`src/rtl/uart_tx_arbiter.sv`:
```
// uart_tx_arbiter
//   Round-robin packet arbiter that shares one UART TX byte FIFO among
//   NUM_REQ byte producers. A grant covers a whole packet, delimited by
//   req_last. The grant is also released after MAX_PKT bytes, or after
//   STALL_TIMEOUT consecutive cycles in which the owner offers no byte.
//
// Ports
//   clk, nReset            clock (rising edge), asynchronous active-low reset
//   req_valid/data/last    per-requester byte stream (byte i at [8i+7:8i])
//   req_ready              per-requester accept (only the owner, only when not full)
//   fifo_wen/fifo_wdata    TX FIFO write side (wdata forced to 0 when not writing)
//   fifo_full              TX FIFO back-pressure
//   grant_active/grant_id  ownership status; grant_id keeps the most recent owner
//   pkt_done/trunc/abort   one-cycle pulse after a release: normal end,
//                          MAX_PKT limit, stall timeout
module uart_tx_arbiter #(
    parameter int NUM_REQ       = 4,
    parameter int MAX_PKT       = 16,
    parameter int STALL_TIMEOUT = 64
) (
    input  logic                       clk,
    input  logic                       nReset,
    input  logic [NUM_REQ-1:0]         req_valid,
    input  logic [NUM_REQ*8-1:0]       req_data,
    input  logic [NUM_REQ-1:0]         req_last,
    output logic [NUM_REQ-1:0]         req_ready,
    output logic                       fifo_wen,
    output logic [7:0]                 fifo_wdata,
    input  logic                       fifo_full,
    output logic                       grant_active,
    output logic [$clog2(NUM_REQ)-1:0] grant_id,
    output logic                       pkt_done,
    output logic                       pkt_trunc,
    output logic                       pkt_abort
);

    localparam int IDW = $clog2(NUM_REQ);
    localparam int BCW = $clog2(MAX_PKT + 1);
    localparam int SCW = $clog2(STALL_TIMEOUT + 1);

    localparam logic [BCW-1:0] BYTE_LIMIT  = BCW'(MAX_PKT);
    localparam logic [SCW-1:0] STALL_LIMIT = SCW'(STALL_TIMEOUT);

    typedef enum logic {IDLE, BUSY} state_t;

    state_t           state_reg,     state_next;
    logic [IDW-1:0]   grant_id_reg,  grant_id_next;
    logic [IDW-1:0]   last_ptr_reg,  last_ptr_next;
    logic [BCW-1:0]   byte_cnt_reg,  byte_cnt_next;
    logic [SCW-1:0]   stall_cnt_reg, stall_cnt_next;
    logic             done_reg,      done_next;
    logic             trunc_reg,     trunc_next;
    logic             abort_reg,     abort_next;

    logic [7:0]       req_byte [NUM_REQ];
    logic             busy;
    logic             owner_valid;
    logic             owner_last;
    logic             xfer;

    // First valid requester scanning upward from last+1, wrapping at NUM_REQ.
    function automatic logic [IDW-1:0] rr_pick(input logic [NUM_REQ-1:0] v,
                                               input logic [IDW-1:0]     last);
        logic [IDW-1:0] pick;
        logic           found;
        int             idx;
        pick  = '0;
        found = 1'b0;
        for (int k = 1; k <= NUM_REQ; k++) begin
            idx = (int'(last) + k) % NUM_REQ;
            if (!found && v[idx]) begin
                pick  = IDW'(idx);
                found = 1'b1;
            end
        end
        return pick;
    endfunction

    assign busy        = (state_reg == BUSY);
    assign owner_valid = req_valid[grant_id_reg];
    assign owner_last  = req_last[grant_id_reg];
    assign xfer        = busy && owner_valid && !fifo_full;

    generate
        for (genvar gi = 0; gi < NUM_REQ; gi++) begin : g_req
            assign req_byte[gi]  = req_data[8*gi +: 8];
            assign req_ready[gi] = busy && (grant_id_reg == IDW'(gi)) && !fifo_full;
        end
    endgenerate

    assign fifo_wen     = xfer;
    assign fifo_wdata   = xfer ? req_byte[grant_id_reg] : 8'h00;
    assign grant_active = busy;
    assign grant_id     = grant_id_reg;
    assign pkt_done     = done_reg;
    assign pkt_trunc    = trunc_reg;
    assign pkt_abort    = abort_reg;

    always_ff @(posedge clk or negedge nReset) begin
        if (!nReset) begin
            state_reg     <= IDLE;
            grant_id_reg  <= '0;
            last_ptr_reg  <= IDW'(NUM_REQ - 1);
            byte_cnt_reg  <= '0;
            stall_cnt_reg <= '0;
            done_reg      <= 1'b0;
            trunc_reg     <= 1'b0;
            abort_reg     <= 1'b0;
        end else begin
            state_reg     <= state_next;
            grant_id_reg  <= grant_id_next;
            last_ptr_reg  <= last_ptr_next;
            byte_cnt_reg  <= byte_cnt_next;
            stall_cnt_reg <= stall_cnt_next;
            done_reg      <= done_next;
            trunc_reg     <= trunc_next;
            abort_reg     <= abort_next;
        end
    end

    always_comb begin
        state_next     = state_reg;
        grant_id_next  = grant_id_reg;
        last_ptr_next  = last_ptr_reg;
        byte_cnt_next  = byte_cnt_reg;
        stall_cnt_next = stall_cnt_reg;
        done_next      = 1'b0;
        trunc_next     = 1'b0;
        abort_next     = 1'b0;
        case (state_reg)
            IDLE: begin
                if (|req_valid) begin
                    state_next     = BUSY;
                    grant_id_next  = rr_pick(req_valid, last_ptr_reg);
                    byte_cnt_next  = '0;
                    stall_cnt_next = '0;
                end
            end
            BUSY: begin
                if (xfer) begin
                    stall_cnt_next = '0;
                    if (byte_cnt_reg != BYTE_LIMIT)
                        byte_cnt_next = byte_cnt_reg + BCW'(1);
                    // req_last wins over the size limit on the same byte.
                    if (owner_last)
                        done_next = 1'b1;
                    else if (byte_cnt_reg + BCW'(1) == BYTE_LIMIT)
                        trunc_next = 1'b1;
                end else if (!owner_valid) begin
                    // Only an absent owner counts as a stall; a byte held
                    // back by fifo_full leaves the stall count untouched.
                    if (stall_cnt_reg != STALL_LIMIT)
                        stall_cnt_next = stall_cnt_reg + SCW'(1);
                    if (stall_cnt_reg + SCW'(1) == STALL_LIMIT)
                        abort_next = 1'b1;
                end
                if (done_next || trunc_next || abort_next) begin
                    state_next    = IDLE;
                    last_ptr_next = grant_id_reg;
                end
            end
            default: state_next = IDLE;
        endcase
    end

endmodule

```
`config.mk`:
```
export PLATFORM = sky130hd
export DESIGN_NAME = uart_tx_arbiter
export DESIGN_NICKNAME = d
export VERILOG_FILES = /design/src/rtl/uart_tx_arbiter.sv
export SDC_FILE = /design/constraint.sdc
export NUM_CORES = 1
export LEC_CHECK = 0
export ABC_AREA = 1
export ABC_CLOCK_PERIOD_IN_PS = 1500
export BUFFER_PORTS_ARGS = -buffer_cell sky130_fd_sc_hd__buf_4
export CORE_UTILIZATION = 45
export DETAILED_ROUTE_END_ITERATION = 12
export GPL_TIMING_DRIVEN = 0
export HOLD_SLACK_MARGIN = 0.08
export PLACE_DENSITY = 0.78
export RECOVER_POWER = 25
export SLEW_MARGIN = 10
export SYNTH_ARGS = -nofsm -noshare
export SYNTH_HDL_FRONTEND = slang
export SYNTH_SLANG_ARGS = --single-unit
export TNS_END_PERCENT = 30
```
`constraint.sdc`:
```
create_clock -name clk -period 1.5 [get_ports clk]
set_input_delay 0.225 -clock clk [delete_from_list [all_inputs] [get_ports clk]]
set_output_delay 0.225 -clock clk [all_outputs]
set_load 0.02 [all_outputs]
```
# Word-level counts from Yosys, hierarchy flattened
# Cells that the tools add are included.
totals:
  reg_bits: 20
  latchBits: 0
  ramBits: 0
  rom_bits: 0
  wordCells: 126
  memories: 0
op_classes:
  n_addsub: 6
  n_mul: 0
  div: 0
  order_cmp: 6
  eq_ne: 12
  shifts: 0
  mux: 59
  bitwise_logic: 6
  reduce_logical: 29
ops:
  columns: ["cell", "count"]
  rows:
  - ["1-bit 2-to-1 mux", 35]
  - ["7-bit 2-to-1 mux", 4]
  - ["8-bit 2-to-1 mux", 3]
  - ["8-bit binary-select mux with 2-bit select", 1]
  - ["3-bit by 4-bit < comparator with 1-bit output (second input constant)", 4]
  - ["5-bit 2-to-1 mux", 3]
  - ["7-bit one-hot mux with 2 select lines", 1]
  - ["1-bit logical AND", 13]
  - ["1-bit binary-select mux with 2-bit select", 6]
  - ["5-bit one-hot mux with 2 select lines", 1]
  - ["2-bit 2-to-1 mux", 4]
  - ["2-bit OR reduction", 4]
  - ["7-bit by 1-bit adder with 7-bit output (second input constant)", 1]
  - ["7-bit equality test (second input constant)", 1]
  - ["7-bit inequality test (second input constant)", 1]
  - ["3-bit AND reduction", 2]
  - ["5-bit by 1-bit adder with 5-bit output (second input constant)", 1]
  - ["5-bit equality test (second input constant)", 1]
  - ["5-bit inequality test (second input constant)", 1]
  - ["2-bit by 1-bit adder with 2-bit output (second input constant)", 2]
  - ["2-bit adder (second input constant)", 2]
  - ["1-bit AND (first input constant)", 4]
  - ["2-bit equality test (second input constant)", 2]
  - ["1-bit zero test", 4]
  - ["other kinds (14)", 17]

# Logic depth before layout (Yosys ltp)
logic_depth:
  ltp_word: 22
  depth_mapped: 12

# Worst setup path before layout
# No wires, ideal clock.
synth_timing:
  kind: "register to output"
  start: "register grant_id_reg[0] (netlist: grant_id[0])"
  end: "output fifo_wdata[0]"
  t_arrival_ns: 1.544
  t_required_ns: 1.275
  slack_ns: -0.269
  path_stages_with_launch: 8
  cell_sequence: "dfrtp_1 -> buf_6 -> o21ai_2 -> nand2_2 -> nand2_2 -> nand2_2 -> buf_2 -> a31oi_1"
synth_via:
  elab_chain_cells: 5
synth_rtl:
  columns: ["element", "line_no", "source"]
  rows:
  - ["start: declaration", "47", "logic [IDW-1:0] grant_id_reg, grant_id_next;"]
  - ["start signal: assignment", "111", "grant_id_reg <= grant_id_next;"]
  - ["2-bit inverter with 3-bit output (not written as such) or 1-bit binary-select mux with 2-bit select (tied branches)", "92, 80", null]
  - ["8-bit binary-select mux with 2-bit select or 1-bit 2-to-1 mux (tied branches)", "92, 80", null]
  - ["8-bit 2-to-1 mux (not written as such) or 1-bit logical AND (tied branches) (2 in series)", "92, 82", null]
  - ["8-bit 2-to-1 mux *", "92", "assign fifo_wdata = xfer ? req_byte[grant_id_reg] : 8'h00;"]
  - ["end: declaration", "28", "output logic [7:0] fifo_wdata,"]
# Mark *: on every way between the ends. The rest lies on a longest branch, timed or not. The select of a mux whose other input is x is not followed.

# Worst setup path after layout
layout_timing:
  start: "register grant_id_reg[0] (netlist: grant_id[0])"
  end: "output fifo_wdata[7]"
# The elaborated chain is that of the path after synthesis.

==> impl.org <==
** Finish
- For this run, the post-layout net count is 392.
- Antenna diode count :: 0
- Cells fill 74.5% of the core in the end.
- Multi-input logic area :: 0.00132 mm²
- The sequential cells in the finished layout cover a total of 508 µm².
- The area growth from synthesis to layout is 58.5%.
- The post-route netlist has 42.4% of its cells at a drive strength greater than 1.
- Number of flip-flops under the largest register name :: 7
- After filler insertion, the fill cell instance count of the layout stands at 288.

** Worst setup path
- Critical path data required time :: 1.27 ns
- The worst register-to-register path ends at byte_cnt_reg[3]$_DFFE_PN0P_.
- The worst setup path is captured at a primary output.
- The worst setup path is launched from a flop.
- Critical path class :: reg -> out
- The worst register-to-register path begins at grant_id[0]$_DFFE_PN0P_.
- Highest fanout seen on the critical path :: 8
- The number of cells on the worst reg-to-reg path is 10.
- The worst register-to-register path has a setup slack of -0.11 ns.
- CP Data Arrival Time :: 1.63 ns

** Place
- The count of buffers added on input and output ports is 61.
- At the end of routability-driven placement, the weighted congestion stood at 0.827.
- DP HPWL :: 3.53 mm

** Die
- Row count :: 22
- IO Count :: 62
- Initial cell density of the core :: 47.0%
- Y dimension of the die :: 63.9 µm
- The core region is 0.00366 mm².
- The floorplan step defined a die boundary enclosing 0.00408 mm².
- Floorplan die width :: 63.9 µm

** Logic synthesis
- Yosys mapped the design onto 30 distinct sky130hd cell types.
- Of the total synthesized cell area, the portion taken by AND, OR, NAND and NOR gates is 44.4%.
- Summing the areas of all compound-gate instances in the mapped netlist gives 13.3% of the synthesized area.
- Summing every instance area after synthesis gives 0.00172 mm².
- Count of warnings emitted by yosys :: 0
- Of the total synthesized cell area, the portion taken by XOR and XNOR cells is 0%.
- The cell count after synthesis came out at 266.
- Sequential cells were found to cover 29.2% of the synthesized design area.
- Share of flip-flops with an asynchronous set or reset after synthesis :: 100%
- The average instance in the mapped netlist occupies 6.47 µm².
- After synthesis, the largest family of logic cells by area is simple AND/OR/NAND/NOR gates.
- In this run, synthesis inferred 0 flip-flops with an integrated enable.
- After Yosys synthesis, full adders, half adders and majority gates account for 4.36% of the synthesized area.
- Fraction of synthesized area in multiplexers :: 0%
- In the synthesized netlist the dominant register cell turns out to be sky130_fd_sc_hd__dfrtp_1.
- Synthesis inferred 20 register bits.
- The number of nets handed over by synthesis was 315.

** Global route
- First-pass GRT wire length :: 8.09 mm
- Gr usage total :: 24.7%
- Global-route congestion overflow total :: 0
- The initial antenna violation count was 0.
- Largest net degree at the start of global routing :: 21
- Number of global-route vias before repair :: 1929

** Clocking
- In this run the number of H-tree levels came out at 1.
- CTS Buf Count :: 3
- Clk slew on worst S/H paths :: 0.08 ns
- The clock reaches the later pin of the worst-skew pair after 0.26 ns.
- CTS tree :: done
- The clock passes through at most 2 buffers.
- Clock tree synthesis found a total of 20 sinks.
- The root buffer cell chosen for the clock tree is sky130_fd_sc_hd__clkbuf_8.

** Worst hold path
- Class of the worst hold path :: in -> reg
- The worst hold path was traced through 5 stages.
- Hold Path Origin :: req_last[0]
- For hold timing, the worst endpoint is pkt_done$_DFF_PN0_.

** STA
- Setup violations remaining at the end of the flow were counted as 30.
- Rel. slew slack :: 65.2%
- Slew at the pin with the worst max-slew slack :: 0.522 ns
- The final number of max-transition violations was 0.
- After layout, the worst path uses 124% of the clock period.
- Setup_tns :: -4.54 ns
- Minimum clock period after layout :: 1.85 ns
- For this run, the top clock speed supported by timing is 0.540 GHz.
- Slack of the critical path :: -0.353 ns
- Between clock sinks in the finished design, the worst skew comes to 0.00139 ns.
- RSZ-0062 raised after global routing :: yes
- Final hold violation count :: 0

** Route
- The detailed router placed 2043 vias in this run.
- After detailed routing, the number of remaining DRC violations is 0.
- After detailed routing, the number of vias per cell comes to 5.24.
- Wire length per cell after detailed routing :: 12.7 µm
- Pre-Repair DR Iteration Count :: 4
- Antenna Violating Nets Remaining :: 0
- Summed over all layers, the routed wires come to 4.97 mm.
- Violation count after the first detailed-route iteration :: 149

** Outcome
- Run status :: complete, but fails checks
- Violated checks :: negative setup slack

** Power and ir drop
- Leakage power :: 1.31 nW
- For this design the ratio of total power to cell area is 1770 mW/mm².
- Across the VDD grid, the largest voltage drop is 1040 µV.

** Run
- The tool flagged a number of max-cap violations equal to 0.
[power breakdown]
| group | internal [mW] | switching (mW) | total [mW] |
|---|---|---|---|
| combinational | 1.44 | 2.02 | 3.46 |
| sequential | 0.741 | 0.260 | 1.00 |
| clock | 0.189 | 0.191 | 0.380 |
[per-layer routing]
metal | part of all wire (%) | global-route usage, % | up-vias
met5 | 0 | 0 | -
met4 | 1.1 | 7.67 | 0
met3 | 4.2 | 3.57 | 6
met2 | 52 | 45.1 | 56
met1 | 43 | 29.3 | 960
li1 | - | - | 1021
[synth_stat cells (all sizes together) (4+ instances only)]
| master | instances | share of area, % |
|---|---|---|
| a21oi | 4 | 1.2 |
| a22oi | 8 | 3.5 |
| a31oi | 8 | 2.9 |
| dfrtp | 18 | 26 |
| ha | 6 | 4.4 |
| inv | 30 | 6.7 |
| nand2 | 117 | 27 |
| nand3 | 19 | 6.4 |
| nand4 | 9 | 3.3 |
| nor2 | 22 | 6.0 |
| o21ai | 8 | 2.5 |
[cell type report]
cell class	count	area share, %
well taps	48	2.20
plain buffers	4	1.70
flip-flops and latches	20	18.6
inverters	32	4.63
clock buffers	4	1.65
repair buffers	72	22.7
multi-input cells	210	48.5
[what timing repair did]
item | 4_1_cts | 5_1_grt
setup buffers | 9 | 0
hold endpoints to repair | 18 | 0
endpoints found under the setup margin | 30 | 31
gates cloned | 1 | 0
pin swaps | 8 | 0
gates resized for setup | 44 | 4
hold buffers | 1 | 0
[cell usage in the layout (no fill, tap or decap), types with 4 or more instances in the layout]
| master | n |
|---|---|
| sky130_fd_sc_hd__nor2_4 | 5 |
| sky130_fd_sc_hd__dfrtp_1 | 14 |
| sky130_fd_sc_hd__dfrtp_2 | 4 |
| sky130_fd_sc_hd__ha_1 | 4 |
| sky130_fd_sc_hd__a22oi_2 | 8 |
| sky130_fd_sc_hd__inv_1 | 21 |
| sky130_fd_sc_hd__buf_4 | 58 |
| sky130_fd_sc_hd__a21oi_1 | 4 |
| sky130_fd_sc_hd__o21ai_1 | 6 |
| sky130_fd_sc_hd__nand4_1 | 9 |
| sky130_fd_sc_hd__nand2_1 | 101 |
| sky130_fd_sc_hd__inv_2 | 7 |
| sky130_fd_sc_hd__buf_6 | 11 |
| sky130_fd_sc_hd__nand3_1 | 16 |
| sky130_fd_sc_hd__nand2_2 | 12 |
| sky130_fd_sc_hd__nor2_1 | 14 |
| sky130_fd_sc_hd__a31oi_4 | 8 |
[worst max-delay path, stage by stage, from the launching register on]
cell,delay [ns]
sky130_fd_sc_hd__dfrtp_2,0.43
sky130_fd_sc_hd__buf_6,0.14
sky130_fd_sc_hd__buf_12,0.12
sky130_fd_sc_hd__nand2_1,0.12
sky130_fd_sc_hd__inv_4,0.09
sky130_fd_sc_hd__a22oi_2,0.21
sky130_fd_sc_hd__a31oi_4,0.11
sky130_fd_sc_hd__buf_6,0.14
[per-stage QoR]
step	hold WS (ns)	instances	setup WS, ns	cell area (µm²)	power [mW]
6_report	0.365	390	-0.353	2730	4.84
5_1_grt	0.401	390	-0.417	2730	5.19
4_1_cts	0.350	390	-0.353	2720	4.78
3_5_place_dp	0.120	375	-0.245	2390	3.77
3_3_place_gp	0.121	375	-0.185	2390	3.71
2_1_floorplan	-0.0706	266	-0.0475	1880	3.04
[how the worst max path moves through the flow]
stage                                       startpoint                      endpoint  slack, ns  depth (start not counted)
final                          grant_id[0]$_DFFE_PN0P_                 fifo_wdata[7]      -0.35                          7
after global routing           grant_id[0]$_DFFE_PN0P_                 fifo_wdata[4]      -0.42                          8
after CTS                      grant_id[0]$_DFFE_PN0P_                 fifo_wdata[7]      -0.35                          8
after detailed placement  stall_cnt_reg[0]$_DFFE_PN0P_  stall_cnt_reg[0]$_DFFE_PN0P_      -0.25                          8
after global placement         grant_id[1]$_DFFE_PN0P_                 fifo_wdata[7]      -0.18                          6
after floorplan                grant_id[0]$_DFFE_PN0P_                 fifo_wdata[0]      -0.05                          7
[cell families (layout without fill, tap and decap cells)]
logic type | Yosys count | count (layout)
AO/OA/AOI/OAI | 32 | 32
adder cells (fa/ha/maj) | 6 | 6
buffers and inverters | 36 | 112
flip-flops | 20 | 20
AND/OR/NAND/NOR | 172 | 172
Note: power is estimated with default switching activity, not from simulation.
